`src/rtl/inst_fetch_unit.sv`:
```
// Fetch stage and IF/ID register for the RV64IF core.
// Single-outstanding imem requests, one-entry skid buffer, immediate-format pre-decode.
module inst_fetch_unit #(
  parameter int              XLEN     = 64,
  parameter logic [XLEN-1:0] RESET_PC = '0
) (
  input  logic            in_clk,
  input  logic            in_rst,
  output logic            out_imem_req,
  output logic [XLEN-1:0] out_imem_addr,
  input  logic            in_imem_ack,
  input  logic [31:0]     in_imem_data,
  input  logic            in_stall,
  input  logic            in_redirect,
  input  logic [XLEN-1:0] in_redirect_pc,
  output logic            out_valid,
  output logic [XLEN-1:0] out_pc,
  output logic [31:0]     out_inst,
  output logic [2:0]      out_inst_type
);

  typedef enum logic [1:0] {
    FETCH,
    BUFFERED,
    DRAIN
  } state_e;

  typedef struct packed {
    logic [XLEN-1:0] pc;
    logic [31:0]     inst;
    logic [2:0]      ty;
  } entry_t;

  localparam logic [31:0] NOP = 32'h0000_0013;

  function automatic logic [2:0] imm_type(input logic [6:0] op);
    logic [2:0] t;
    unique case (op)
      7'b0000011, 7'b0000111, 7'b0001111, 7'b0010011,
      7'b0011011, 7'b1100111, 7'b1110011: t = 3'b000;
      7'b0110111, 7'b0010111:             t = 3'b001;
      7'b1101111:                         t = 3'b011;
      7'b1100011:                         t = 3'b100;
      7'b0100011, 7'b0100111:             t = 3'b101;
      default:                            t = 3'b111;
    endcase
    return t;
  endfunction

  state_e          state_q, state_d;
  logic [XLEN-1:0] pc_q, pc_d;
  logic [XLEN-1:0] drain_addr_q, drain_addr_d;
  entry_t          ifid_q, ifid_d;
  logic            valid_q, valid_d;
  entry_t          skid_q, skid_d;
  logic            skid_v_q, skid_v_d;

  logic            req;
  logic            ack;
  logic            can_load;
  entry_t          mem_e;

  assign req      = !in_rst && (state_q != BUFFERED);
  assign ack      = req && in_imem_ack;
  assign can_load = !valid_q || !in_stall;
  assign mem_e    = '{pc: pc_q, inst: in_imem_data,
                      ty: imm_type(in_imem_data[6:0])};

  // DRAIN keeps presenting the abandoned address; pc_q already holds the target
  assign out_imem_req  = req;
  assign out_imem_addr = (state_q == DRAIN) ? drain_addr_q : pc_q;
  assign out_valid     = valid_q;
  assign out_pc        = ifid_q.pc;
  assign out_inst      = ifid_q.inst;
  assign out_inst_type = ifid_q.ty;

  always_comb begin
    state_d      = state_q;
    pc_d         = pc_q;
    drain_addr_d = drain_addr_q;
    ifid_d       = ifid_q;
    valid_d      = valid_q;
    skid_d       = skid_q;
    skid_v_d     = skid_v_q;
    if (in_redirect) begin
      pc_d         = in_redirect_pc;
      valid_d      = 1'b0;
      skid_v_d     = 1'b0;
      drain_addr_d = out_imem_addr;
      state_d      = (req && !in_imem_ack) ? DRAIN : FETCH;
    end else begin
      unique case (state_q)
        FETCH: begin
          if (ack) begin
            pc_d = pc_q + XLEN'(4);
            if (can_load) begin
              ifid_d  = mem_e;
              valid_d = 1'b1;
            end else begin
              skid_d   = mem_e;
              skid_v_d = 1'b1;
              state_d  = BUFFERED;
            end
          end else if (can_load) begin
            valid_d = 1'b0;
          end
        end
        BUFFERED: begin
          if (!in_stall) begin
            ifid_d   = skid_q;
            valid_d  = 1'b1;
            skid_v_d = 1'b0;
            state_d  = FETCH;
          end
        end
        DRAIN: begin
          if (ack) state_d = FETCH;
          if (can_load) valid_d = 1'b0;
        end
        default: state_d = FETCH;
      endcase
    end
  end

  always_ff @(posedge in_clk) begin
    if (in_rst) begin
      state_q      <= FETCH;
      pc_q         <= RESET_PC;
      drain_addr_q <= '0;
      ifid_q       <= '{pc: '0, inst: NOP, ty: 3'b111};
      valid_q      <= 1'b0;
      skid_q       <= '0;
      skid_v_q     <= 1'b0;
    end else begin
      state_q      <= state_d;
      pc_q         <= pc_d;
      drain_addr_q <= drain_addr_d;
      ifid_q       <= ifid_d;
      valid_q      <= valid_d;
      skid_q       <= skid_d;
      skid_v_q     <= skid_v_d;
    end
  end

endmodule

```
`config.mk`:
```
export PLATFORM = sky130hd
export DESIGN_NAME = inst_fetch_unit
export DESIGN_NICKNAME = d
export VERILOG_FILES = /design/src/rtl/inst_fetch_unit.sv
export SDC_FILE = /design/constraint.sdc
export NUM_CORES = 1
export LEC_CHECK = 0
export ABC_CLOCK_PERIOD_IN_PS = 3300
export CAP_MARGIN = 0
export CORE_UTILIZATION = 53
export DETAILED_ROUTE_END_ITERATION = 8
export GPL_TIMING_DRIVEN = 0
export PLACE_DENSITY = 0.8
export SLEW_MARGIN = 15
export SYNTH_ARGS = -nofsm -noshare
export SYNTH_HDL_FRONTEND = slang
export SYNTH_SLANG_ARGS = --single-unit
```
`constraint.sdc`:
```
create_clock -name in_clk -period 3.3 [get_ports in_clk]
set_input_delay 0.33 -clock in_clk [delete_from_list [all_inputs] [get_ports in_clk]]
set_output_delay 0.33 -clock in_clk [all_outputs]
set_load 0.01 [all_outputs]
```
==> results of run 1 <==
-- registers in the layout, summed over array words and instances (netlist names) --
register       cells
skid_q            99
drain_addr_q      64
out_pc            64
pc_q              64
out_inst          32
out_inst_type      3
state_q            2
out_valid          1
-- placed cells by master, fill, tap and decap left out, drive strengths merged, types with 18 or more instances in the layout --
master and count:
mux2i 103, dfxtp 329, nand3 48, nand4 28, mux2 59, a211oi 122
nor4 21, xnor2 18, a21oi 115, nor2 288, clkdlybuf4s50 265, nand2 253
nor3 91, clkbuf 197, buf 23
-- stage by stage --
step                util, %  setup TNS, ns  area, µm²
CTS                    69.6              0      19300
finish                 69.7              0      19400
detailed placement     65.1        -107.21      18100
global route           69.7              0      19400
floorplan                 -              0      15000
global placement       65.1        -100.66      18100
-- how the worst min path moves through the flow --
| stage | from | endpoint | slack [ns] | cells after the start |
|---|---|---|---|---|
| after floorplan | skid_q[2] | skid_q[2] | 0.44 | 2 |
| after global placement | skid_q[38] | skid_q[38] | 0.44 | 2 |
| after detailed placement | skid_q[29] | skid_q[29] | 0.45 | 2 |
| after CTS | in_imem_data[26] | skid_q[29] | 0.38 | 3 |
| after global routing | in_imem_data[26] | skid_q[29] | 0.40 | 3 |
| final | in_imem_data[26] | skid_q[29] | 0.39 | 3 |
-- metal layers --
| layer | part of all wire, % | GRT usage (%) | vias to the layer above |
|---|---|---|---|
| met5 | 0.026 | 0 | - |
| met1 | 41 | 44.4 | 7013 |
| met4 | 4.9 | 16.3 | 2 |
| met3 | 8.3 | 5.12 | 160 |
| met2 | 45 | 54.8 | 728 |
| li1 | - | - | 6983 |
-- kinds of logic after synthesis --
kind of cell / synth area share, %
buffers and inverters: 4.78
flip-flops: 44.0
XOR/XNOR: 1.99
multiplexers: 11.3
adder cells (fa/ha/maj): 0.418
AO/OA/AOI/OAI: 13.8
AND/OR/NAND/NOR: 23.6
-- critical path, cell delays in order (launching register included) --
cell and delay, ns:
dfxtp_1 0.34, inv_1 0.09, ha_2 0.44, clkbuf_1 0.51, mux2_2 0.42, clkdlybuf4s50_1 0.50
-- final cells by class --
class / count / area [µm²]
antenna: 1 / 2.50
buffer: 165 / 673
clock buffer: 54 / 1060
clock inverter: 11 / 165
fill: 2267 / 8410
inverter: 15 / 56.3
multi-input combinational: 1307 / 7700
sequential: 329 / 6590
tap: 378 / 473
timing repair buffer: 266 / 2660
-- timing repair --
item / CTS / global route
endpoints found under the setup margin: 255 / 90
endpoints found under the hold margin: 0 / 0
gates resized for setup: 13 / 27
hold buffers: 0 / 0
-- where the power goes --
group          total [W]  leakage, nW  switching [W]  internal, W
Sequential       0.00428         2.69       0.000136      0.00415
Combinational    0.00129         3.21       0.000691     0.000598
Clock            0.00417        0.599        0.00163      0.00254
==> results.md, run 1 <==
* Yosys top cell area share at 44.0%
* R2R Setup Slk at 0.25 ns
* Total of max-cap violations at 0
* CP required at 2.97 ns
* Main synth FF type: dfxtp_1
* GPL Wtd Cong at 0.965
* Clock sink total at 329
* Startpoint types: flop
* Crit path max fanout at 10
* Seq/Total Area, Yosys at 44.0%
* R2R Path Start: state_q[1]
* Final critical-path share of the clock period at 96.1%
* End of the critical path: out_imem_addr[16]
* Wire length per cell at 19.5 µm
* Status: complete, no violations
* Worst R2R End: pc_q[35]
* Static Leak at 6.50 nW
* I/O Pins at 266
* Synth area leaders: dfxtp_1, nor2_1, mux2i_1
* Most numerous cell in the Yosys netlist: dfxtp_1
* Vias in the first global route at 14,100
* Worst-Skew Late Latency at 0.53 ns
* RSZ-0062 raised after global routing: false
* Post-Syn Nets at 1,925
* Final Slew Violations at 0
* Setup WS pre-CTS at -0.907 ns
* Clk buf depth at 3
* Hold Slack at 0.394 ns
* Synth-to-layout area growth at 29.6%
* PD cells at 503 nW/µm²
* Yosys warnings at 0
* Worst setup path class: flop to output port
* Yosys top cell by area: dfxtp_1
* Placed insts at 2,463
* Buffers on Ports at 265
* Crit end category: output port
* Worst Setup SP: state_q[0]
* CTS tree: done
* Post-Synthesis Cells at 1,819
* Routed WL at 49.4 mm
* Synth unique cells at 59
* Synthesized cell area at 15,000 µm²
* Antenna violations before repair at 2
* Final Hold Fails at 0
* Num rows at 61
* Total gr overflow at 0
* Global-route usage over all layers at 33.9%
* Finished Layout Cells at 2,526
* Fmax at 315 MHz
* Die width at 170 µm
* Worst IR Drop VDD at 0.388 mV
* Core region area at 27,800 µm²
* DRC viols at 0
* Most frequent cells after synthesis: dfxtp_1, nor2_1, nand2_1, clkbuf_1, a211oi_1
* Vias after detailed routing at 14,900
* HP Class: primary input to flop
* Post-synth EDFFs at 0
* Worst slew pin tran at 1.12 ns
* Minimum clock period at 3.17 ns
* TritonRoute pass-1 iters at 6
* Starting DRT DRC Count at 1,506
* Clock Tree Root: clkbuf_16
* First-pass GRT wire length at 77.1 mm
* Vias per Instance at 5.89
* Die area at 28,900 µm²
* Post-DP HPWL at 35.7 mm
* Fin nets at 2,226
* Asr flop ratio synth at 0%
* # setup viols final at 0
* Postcts setup bufs at 0
* Starting density of the core at 53.8%
* H-tree levels at 2
* Worst Skew at 0.0234 ns
* Die Ht at 170 µm
* Slew HR at 25.2%
* Final worst slack at 0.128 ns
* CP Data Arrival Time at 2.84 ns
* Tot Pwr at 0.00974 W
* Total CTS buffers at 36
* Clock transition at path regs at 0.06 ns
* Fraction of layout cells with a size suffix above 1 at 7.59%
* #FFs+latches synth at 329
* Post-route ant nets at 0
* R2R cell count at 8
* Pin count of the biggest net entering global routing at 20
* Syn Area/Cell at 8.22 µm²
Power figures use the tool's default switching activity.
==> run 2: changes to the inputs <==
SETUP_SLACK_MARGIN = 0.1   (was default)
==> run 2 against run 1 <==
Via count fell by 0.14%. Sequential power barely moved. Critical path type unchanged. Die area did not move. Hold slack improved by 0.0011 ns. Global-route usage fell by 0.050 points. Highest routed layer unchanged. Combinational power barely moved. Non-clock buffer count rose by 1. Core utilization barely moved. Count of clock-buffer cells in the layout did not move. Flip-flop and latch count did not move. First-iteration DRC count rose by 2.9%.
==> results.md, run 2 (synthesized netlist as in run 1, its figures left out) <==
* Commonest non-fill, non-tap cell in the layout: dfxtp_1
* Worst-Skew Late Latency at 0.53 ns (about the same)
* Fmax at 320 MHz (+1.4%)
* Die area at 28,900 µm² (unchanged)
* Pin count of the biggest net entering global routing at 20 (unchanged)
* Area of the multi-input gates at 7710 µm² (about the same)
* Post-DP HPWL at 35.7 mm (unchanged)
* Wire length per cell at 19.6 µm (+0.20%)
* I/O Pins at 266 (unchanged)
* Total of max-cap violations at 0 (unchanged)
* Core region area at 27,800 µm² (unchanged)
* GR Util met1 at 44.4% (about the same)
* Worst setup path class: flop to output port
* Total CTS buffers at 36 (unchanged)
* CTS tree: done
* Starting DRT DRC Count at 1,549 (+2.9%)
* Synth-to-layout area growth at 29.7% (about the same)
* Startpoint types: flop
* Layer with the highest usage: met2
* TritonRoute pass-1 iters at 6 (unchanged)
* Starting density of the core at 53.8% (unchanged)
* Vias in the first global route at 14,000 (-0.29%)
* H-tree levels at 2 (unchanged)
* Antenna violations before repair at 2 (unchanged)
* Reg area at 6590 µm² (unchanged)
* Vias after detailed routing at 14,900 (-0.14%)
* Vias per Instance at 5.88 (-0.18%)
* Buffers on Ports at 265 (unchanged)
* Crit end category: output port
* Worst slew pin tran at 1.14 ns (+0.0143 ns)
* Num rows at 61 (unchanged)
* Die width at 170 µm (unchanged)
* # setup viols final at 0 (unchanged)
* Worst IR Drop VDD at 0.387 mV (-0.12%)
* Fin nets at 2,227 (+0.045%)
* Global-route usage over all layers at 33.9% (-0.050 points)
* Clock transition at path regs at 0.06 ns (about the same)
* Routed WL at 49.5 mm (+0.24%)
* Static Leak at 6.51 nW (+0.14%)
* Crit path max fanout at 10 (unchanged)
* Status: complete, no violations
* Clk buf depth at 3 (unchanged)
* Slew HR at 24.2% (-0.95 points)
* Largest register FFs at 99 (unchanged)
* Clock sink total at 329 (unchanged)
* GR Layer Usage met2 at 54.7% (-0.16 points)
* Fill cell count at 2,266 (-0.044%)
* Final Slew Violations at 0 (unchanged)
* CP required at 2.97 ns (about the same)
* Worst Skew at 0.0269 ns (+0.00351 ns)
* Register with the most flip-flops: skid_q
* First-pass GRT wire length at 77.0 mm (about the same)
* Post-route ant nets at 0 (unchanged)
* Final critical-path share of the clock period at 94.8% (-1.3 points)
* Clock Tree Root: clkbuf_16
* CP Data Arrival Time at 2.80 ns (-0.04 ns)
* GPL Wtd Cong at 0.965 (unchanged)
* Total gr overflow at 0 (unchanged)
* RSZ-0062 raised after global routing: true
* DRC viols at 0 (unchanged)
* PD cells at 502 nW/µm² (-0.17%)
* Tot Pwr at 0.00973 W (-0.11%)
* R2R cell count at 11 (+3)
* Hold Slack at 0.396 ns (+0.00113 ns)
* HP Class: primary input to flop
* Final Hold Fails at 0 (unchanged)
* Minimum clock period at 3.13 ns (-0.0423 ns)
* Cell depth of the worst min-delay path at 3 (unchanged)
* GRT met3 Usage at 5.23% (+0.12 points)
* Fraction of layout cells with a size suffix above 1 at 7.73% (+0.14 points)
* Most frequent cells in the layout: dfxtp_1, nor2_1, clkdlybuf4s50_1
* Die Ht at 170 µm (unchanged)
[run 2: changes by cell type in the layout (fill, tap and decap cells not counted), moves of 2 or more]
cell and delta:
clkbuf_1 -3, buf_1 +2, clkbuf_2 +2, o21ai_0 -2, o21ai_1 +2
[run 2: final timing paths]
path / from / endpoint / slack, ns
setup / recovery: state_q[0] / out_imem_addr[0] / 0.17
hold / removal: in_imem_data[26] / skid_q[29] / 0.40
setup reg to reg: state_q[1] / skid_q[72] / 0.28
hold reg to reg: skid_q[92] / skid_q[92] / 0.45
[run 2: critical path, stage by stage, from the launching register on]
cell             delay [ns]
dfxtp_1                0.34
inv_1                  0.09
ha_1                   0.14
clkbuf_2               0.37
clkbuf_2               0.40
mux2_2                 0.40
clkdlybuf4s50_1        0.53
[run 2: report_power, final]
part           leakage (nW)  internal, W  total, W  switching (W)
Sequential             2.69      0.00415   0.00428       0.000136
Clock                 0.599      0.00254   0.00416        0.00162
Combinational          3.22     0.000598   0.00129       0.000693
[run 2: repair_timing]
item / CTS / global route
gates resized for setup: 16 / 30
buffers inserted: 0 / 0
hold buffers: 0 / 0
setup endpoints to repair: 257 / 200
[run 2: layout make-up]
type	instances	area share, %
diodes	1	0.0129
well taps	378	2.44
flip-flops and latches	329	34.0
multi-input cells	1307	39.7
clock inverters	11	0.852
repair buffers	266	13.7
clock buffers	54	5.47
inverters	15	0.290
plain buffers	166	3.50
[run 2: per-stage QoR]
stage / cells / utilization [%] / area (µm²) / worst slack [ns] / setup TNS (ns)
after CTS: 2526 / 69.6 / 19300 / 0.108 / 0
final: 2527 / 69.8 / 19400 / 0.170 / 0
after floorplan: 1819 / - / 15000 / 0.802 / 0
after global routing: 2527 / 69.8 / 19400 / 0.0899 / 0
after detailed placement: 2463 / 65.1 / 18100 / -0.907 / -107.21
after global placement: 2462 / 65.1 / 18100 / -0.794 / -100.66
[run 2: layer usage]
layer  share of wire [%]  wire [µm]
met2                  46      22600
met5               0.026         13
met1                  42      20600
met3                 8.2       4060
met4                 4.6       2260
